<file path="src/rtl/level_mem_arbiter_pkg.sv">
// Shared definitions for the level-memory arbiter: default widths, requester IDs,
// round-robin pointer states and the in-flight read tag.
package level_mem_arbiter_pkg;

  localparam int ADDR_W_DEF = 15;
  localparam int DATA_W_DEF = 4;

  typedef enum logic {
    ID_BG  = 1'b0,
    ID_COL = 1'b1
  } req_id_t;

  typedef enum logic {
    LAST_BG  = 1'b0,
    LAST_COL = 1'b1
  } ptr_state_t;

  typedef struct packed {
    logic    valid;
    req_id_t id;
  } tag_t;

endpackage

</file>
<file path="src/rtl/level_mem_arbiter_tag_pipe.sv">
// Requester-ID shift register that follows each granted read through the memory
// pipeline, so results are steered back in grant order.
module level_arb_tag_pipe
  import level_mem_arbiter_pkg::*;
#(
  parameter int DEPTH = 2
) (
  input  logic CLOCK_50,
  input  logic resetn,
  input  tag_t tag_in,
  output tag_t tag_out,
  output logic any_valid
);

  logic [DEPTH-1:0] valid_reg;
  logic [DEPTH-1:0] id_reg;

  always_ff @(posedge CLOCK_50 or negedge resetn) begin
    if (!resetn) begin
      valid_reg <= '0;
      id_reg    <= '0;
    end else begin
      valid_reg <= {valid_reg[DEPTH-2:0], tag_in.valid};
      id_reg    <= {id_reg[DEPTH-2:0], tag_in.id};
    end
  end

  always_comb begin
    tag_out.valid = valid_reg[DEPTH-1];
    tag_out.id    = req_id_t'(id_reg[DEPTH-1]);
  end

  assign any_valid = |valid_reg;

endmodule

</file>
<file path="src/rtl/level_mem_arbiter.sv">
// Shares one level-memory read port between the background drawer and the collision
// detector. Define LEVEL_ARB_FIXED_PRIO_EN to make col win every tie instead of round-robin.
module level_mem_arbiter
  import level_mem_arbiter_pkg::*;
#(
  parameter int ADDR_W       = ADDR_W_DEF,
  parameter int DATA_W       = DATA_W_DEF,
  parameter int READ_LATENCY = 1
) (
  input  logic              CLOCK_50,
  input  logic              resetn,
  input  logic              bg_req,
  input  logic [ADDR_W-1:0] bg_addr,
  output logic              bg_gnt,
  output logic              bg_valid,
  output logic [DATA_W-1:0] bg_data,
  input  logic              col_req,
  input  logic [ADDR_W-1:0] col_addr,
  output logic              col_gnt,
  output logic              col_valid,
  output logic [DATA_W-1:0] col_data,
  output logic [ADDR_W-1:0] mem_address,
  input  logic [DATA_W-1:0] mem_q,
  output logic              busy
);

  localparam int TAG_DEPTH = READ_LATENCY + 1;

  logic    grant_any;
  req_id_t grant_id;
  tag_t    tag_in;
  tag_t    tag_out;
  logic    tags_busy;

`ifdef LEVEL_ARB_FIXED_PRIO_EN
  always_comb begin
    grant_any = bg_req | col_req;
    grant_id  = col_req ? ID_COL : ID_BG;
  end
`else
  ptr_state_t ptr_reg;
  ptr_state_t ptr_next;

  always_ff @(posedge CLOCK_50 or negedge resetn) begin
    if (!resetn) begin
      ptr_reg <= LAST_COL;
    end else begin
      ptr_reg <= ptr_next;
    end
  end

  always_comb begin
    ptr_next = ptr_reg;
    if (grant_any) begin
      ptr_next = (grant_id == ID_COL) ? LAST_COL : LAST_BG;
    end
  end

  // On a tie the requester not granted most recently wins.
  always_comb begin
    grant_any = bg_req | col_req;
    grant_id  = ID_BG;
    if (col_req && (!bg_req || ptr_reg == LAST_BG)) begin
      grant_id = ID_COL;
    end
  end
`endif

  always_comb begin
    tag_in.valid = grant_any;
    tag_in.id    = grant_id;
  end

  level_arb_tag_pipe #(
    .DEPTH(TAG_DEPTH)
  ) u_tag_pipe (
    .CLOCK_50 (CLOCK_50),
    .resetn   (resetn),
    .tag_in   (tag_in),
    .tag_out  (tag_out),
    .any_valid(tags_busy)
  );

  always_ff @(posedge CLOCK_50 or negedge resetn) begin
    if (!resetn) begin
      bg_gnt      <= 1'b0;
      col_gnt     <= 1'b0;
      mem_address <= '0;
    end else begin
      bg_gnt  <= grant_any && (grant_id == ID_BG);
      col_gnt <= grant_any && (grant_id == ID_COL);
      if (grant_any) begin
        mem_address <= (grant_id == ID_COL) ? col_addr : bg_addr;
      end
    end
  end

  // The oldest tag reaches the end of the pipe exactly when mem_q holds its data.
  always_ff @(posedge CLOCK_50 or negedge resetn) begin
    if (!resetn) begin
      bg_valid  <= 1'b0;
      col_valid <= 1'b0;
      bg_data   <= '0;
      col_data  <= '0;
    end else begin
      bg_valid  <= 1'b0;
      col_valid <= 1'b0;
      if (tag_out.valid) begin
        if (tag_out.id == ID_COL) begin
          col_valid <= 1'b1;
          col_data  <= mem_q;
        end else begin
          bg_valid <= 1'b1;
          bg_data  <= mem_q;
        end
      end
    end
  end

  assign busy = bg_req | col_req | tags_busy;

endmodule

</file>
<file path="config.mk">
export PLATFORM = sky130hd
export DESIGN_NAME = level_mem_arbiter
export DESIGN_NICKNAME = d
export VERILOG_FILES = /design/src/rtl/level_mem_arbiter_pkg.sv /design/src/rtl/level_mem_arbiter_tag_pipe.sv /design/src/rtl/level_mem_arbiter.sv
export SDC_FILE = /design/constraint.sdc
export NUM_CORES = 1
export LEC_CHECK = 0
export ABC_AREA = 1
export CORE_MARGIN = 2
export CORE_UTILIZATION = 30
export CTS_CLUSTER_SIZE = 20
export DETAILED_ROUTE_END_ITERATION = 16
export DONT_BUFFER_PORTS = 1
export PLACE_DENSITY = 0.45
export SLEW_MARGIN = 20
export SYNTH_ARGS = -nofsm -noshare
export SYNTH_HDL_FRONTEND = slang
export SYNTH_SLANG_ARGS = --single-unit
</file>
<file path="constraint.sdc">
create_clock -name CLOCK_50 -period 1.4 [get_ports CLOCK_50]
set_clock_uncertainty 0.1 [all_clocks]
set_input_delay 0 -clock CLOCK_50 [delete_from_list [all_inputs] [get_ports CLOCK_50]]
set_output_delay 0 -clock CLOCK_50 [all_outputs]
set_load 0.02 [all_outputs]
</file>
=== Word-level counts from Yosys, hierarchy flattened ===
Cells that the tools add are included.

* Register bits after elaboration: 32
* Input bits: 38
* Output and inout bits: 28
* Word-level logic and storage cells: 30

* Multiplexer cells: 7
* Bitwise operators: 5
* Reductions and logical operators: 8

{| class="wikitable"
|+ Operators by type and width
! operator !! count
|-
| $mux W15 || 1
|-
| $mux W1 || 6
|-
| $reduce_and A2 Y1 || 2
|-
| $logic_and A1 B1 Y1 || 3
|-
| $not A1 Y1 || 3
|-
| $or A1 B1 Y1 || 2
|-
| $reduce_or A2 Y1 || 1
|-
| $logic_not A1 Y1 || 1
|-
| $logic_or A1 B1 Y1 || 1
|}

=== Depth between registers and ports, before layout ===
* Word-level depth: 6
* Gate-level depth with buffers: 7
* Gate-level depth less buffers: 5

=== Hierarchy ===
From an unflattened synthesis, not the netlist that was laid out.

* Cell total of the unflattened synthesis: 169
* Area, all modules: 1423.9 sq um

{| class="wikitable"
|+ By module, submodules not included
! module !! times used !! cells an instance !! area each (sq um) !! seq. area each (sq um)
|-
| level_mem_arbiter || 1 || 160 || 1297.5 || 701.9
|-
| level_arb_tag_pipe || 1 || 9 || 126.4 || 100.1
|}

=== Least setup slack after synthesis ===
OpenSTA, ideal clock, no wires.

* Path type: flip-flop to flip-flop
* From: register ptr_reg
* To: register mem_address[10]
* Setup time: 0.116 ns
* Arrival time: 0.937 ns
* Required time: 1.184 ns
* Path slack: 0.247 ns
* Stages on the path, launching flop included: 7
* Path buffers: 1
* Clock period less this slack: 1.153 ns
* Cell sequence: dfstp_2 > nand2_4 > clkbuf_8 > nand3_1 > nand2_1 > inv_1 > nand2_1

* Longest elaborated chain between the ends: 5

{| class="wikitable"
|+ RTL lines
! item !! line !! RTL
|-
| start: declaration || level_mem_arbiter.sv:41 || <nowiki>ptr_state_t ptr_reg;</nowiki>
|-
| start signal: assignment || level_mem_arbiter.sv:48 || <nowiki>ptr_reg <= ptr_next;</nowiki>
|-
| $not A1 Y1 || level_mem_arbiter.sv:63 || <nowiki>if (col_req && (!bg_req || ptr_reg == LAST_BG)) begin</nowiki>
|-
| $logic_or A1 B1 Y1 || level_mem_arbiter.sv:63 ||
|-
| $logic_and A1 B1 Y1 || level_mem_arbiter.sv:63 ||
|-
| $mux W1 || level_mem_arbiter.sv:63 ||
|-
| $mux W15 || level_mem_arbiter.sv:93 || <nowiki>mem_address <= (grant_id == ID_COL) ? col_addr : bg_addr;</nowiki>
|-
| end signal: assignment || level_mem_arbiter.sv:93 ||
|-
| end: declaration || level_mem_arbiter.sv:22 || <nowiki>output logic [ADDR_W-1:0] mem_address,</nowiki>
|}

Every way passes these cells.
A chain may end at the register's enable or synchronous reset.

=== Worst setup path after layout ===
* From: register ptr_reg
* To: register mem_address[7]

Same word-level chain as after synthesis.

==> impl_metrics.csv <==
group,metric,value,unit
power,combPwrFrac,12.2,%
yosys,netlist_instances,165,
timing,fmax,0.7810,GHz
worst_setup_path,critPathLaunchType,"flop",
timing,setup_violations,0,
run,drv_cap,0,
power,switching_share,30.55,%
worst_setup_path,r2r-end,"mem_address[7]",
cells_and_area,seq_area,802.0,sq um
worst_setup_path,critPathKind,"flop to flop",
power,p_switching,678.6,uW
timing,fin_ws,0.1196,ns
route,drtAntennaViolNets,0,
cts,cts_tree,"yes",
power,seqPwrFrac,55.1,%
global_routing,grt_pass1_wl,5.340,mm
status,violations,"negative hold slack",
cells_and_area,multi_input_area,460.4,sq um
route,vias,1168,
global_routing,grt_pass1_vias,1141,
worst_setup_path,critPathMaxStageDelay,0.55,ns
yosys,ys_types,16,
yosys,ys_seq_area_share,56.08,%
cells_and_area,final_util,38.34,%
timing,whs,-0.2106,ns
yosys,synth.avg_cell_area,8.667,sq um
route,drc_errors,0,
floorplan,ios,66,
worst_setup_path,cp_common_cell,"nand2_4",
cts,ctsHtreeMaxLevel,2,
yosys,async_flop_share,100.0,%
hold_path,min_path_type,"primary input to flop",
cts,cts-root-buf,"clkbuf_8",
yosys,yosysMostFrequentCell,"nand2_1",
route,drtIter0Drc,45,
power,power.total,2.221,mW
cells_and_area,drive_gt1_share,7.813,%
yosys,yosys_warnings,0,
worst_setup_path,crit_slowest_cell,"dfstp_2",
route,vias_per_cell,4.748,
cts,cts_resized,0,
power,pwr-share-clk,32.8,%
yosys,synth-main-ff-cell,"dfrtp_1",
floorplan,die_area,5336,sq um
yosys,synth_area_leaders,"dfrtp_1 (54%), nand2_1 (15%), nand3_1 (10%)",
worst_setup_path,r2r_cells,4,
route,detail_route.wl_per_cell,13.82,um
power,power_leakage,0.9371,nW
worst_setup_path,crit_start,"ptr_reg",
yosys,synthTopCellsByCount,"nand2_1 (57), dfrtp_1 (31), nand3_1 (30)",
worst_setup_path,cp-endpoint,"mem_address[7]",
floorplan,die_h,73.05,um
route,dr.pass1.iters,4,
worst_setup_path,r2r-start,"ptr_reg",
worst_setup_path,crit_arrival,1.40,ns
floorplan,fp.dieW,73.05,um
cells_and_area,area_growth,24.93,%
global_routing,grt_overflow_total,0,
cts,insertion_delay,0.28,ns
worst_setup_path,crit_chain,"nand2_4 -> nand2_4 -> nand3_1 -> nand2_1",
power,cellPowerDensity,1243,nW/um^2
global_routing,grt_max_degree,33,
timing,rsz0062_at_grt,"false",
cells_and_area,fill_cells,492,
timing,finalSetupTns,0,ns
cells_and_area,finalInstanceArea,1787,sq um
cells_and_area,regMostFlops,"mem_address",
global_routing,antenna_found_initial,0,
yosys,synth-edff-count,0,
route,wl,3.399,mm
yosys,mappedNetlistArea,1430,sq um
cells_and_area,nets,229,
cts,hold_buffers,22,
placement,dp_hpwl,2.221,mm
cells_and_area,n_antenna_cell,0,
timing,hold_violations,19,
status,status,"complete, but fails checks",
floorplan,initial_core_util,30.68,%
power,ir_worst_vdd,0.5109,mV
worst_setup_path,r2r_slack,0.12,ns
power,p_int,1.543,mW
timing,slew_violations,0,
yosys,yosysTopAreaCell,"dfrtp_1",
timing,finalWorstPathRequiredPeriod,1.280,ns
placement,dp_slack,0.1360,ns
timing,timing.final.crit_share,91.46,%
cts,clk_pin_slew,0.07,ns
cells_and_area,largest_register_ffs,15,
cts,cts_sinks,32,
cts,post-cts-setup-buffers,0,
placement,dp.cells,212,
placement,portBuffers,0,
placement,finalWeightedCongestion,0.6487,
worst_setup_path,cp-end-kind,"flop",
timing,max_slew_margin,80.35,%
cts,cts_buffers,5,
floorplan,rows,25,
worst_setup_path,crit_fanout,18,
placement,dpl_cell_area,1424,sq um
yosys,ys_ff_latch,32,
cells_and_area,layoutNonFillerInstCount,246,
floorplan,core_area,4661,sq um
global_routing,grt_use_total,13.51,%
worst_setup_path,worstPathRequired,1.52,ns
yosys,syn_nets,203,
timing,tightest_slew,0.2938,ns
cts,clockBufferDepth,2,
cells_and_area,reg_top3,"mem_address: 15 flops, bg_data: 4 flops, col_data: 4 flops",
yosys,synth_top_area_share,54.24,%
## area by class of cell
class,instances,area share (%)
clock buffers,6,4.622
clock inverters,2,0.5602
inverters,25,5.252
multi-input cells,101,25.77
flip-flops and latches,32,44.89
well taps,54,3.782
repair buffers,26,15.13
## power groups by stage
stage	clock, mW	sequential (mW)	combinational [mW]
after global placement	0	1.24	0.178
after detailed placement	0	1.24	0.188
after CTS	0.759	1.23	0.265
final	0.728	1.22	0.270
after global routing	0.801	1.24	0.316
after floorplan	0	1.22	0.185
## critical path: cells and delay by family, from the launching register on
family        cells  cell delay, ns
simple gates      4            0.56
flops             1            0.55
## routing by layer
layer / part of all wire (%) / vias to the layer above / wire [um] / GRT usage [%]
li1: - / 559 / - / -
met1: 39 / 541 / 1337 / 14.63
met2: 50 / 61 / 1697 / 23.02
met3: 9.0 / 7 / 305 / 6.215
met4: 1.7 / 0 / 58 / 4.938
met5: 0 / - / 0 / 0
## kinds of logic (layout without fill, tap and decap cells)
group / count (synthesis) / after routing / share of synthesized area, %
buffers and inverters: 32 / 59 / 11.72
flip-flops: 32 / 32 / 56.08
AO/OA/AOI/OAI: 8 / 8 / 2.800
AND/OR/NAND/NOR: 93 / 93 / 29.40
## how the worst min path moves through the flow
stage,startpoint,endpoint,slack [ns],cells past startpoint
after floorplan,resetn,bg_data[0],-0.40,0
after global placement,resetn,bg_data[1],-0.39,0
after detailed placement,resetn,bg_data[1],-0.39,0
after CTS,col_req,ptr_reg,-0.22,3
after global routing,col_req,ptr_reg,-0.18,3
final,col_req,ptr_reg,-0.21,3
## cell usage in the layout, fill, tap and decap left out
cell and n:
dlygate4sd3_1 25, dfstp_2 1, or2_2 1, dfrtp_1 31
o21ai_0 8, buf_12 1, inv_2 1, nand2_4 2
nor2_1 2, clkinv_2 2, nor2_8 1, nand3_1 30
inv_1 24, clkbuf_8 6, nand2_1 57
(Power assumes the default switching activity.)
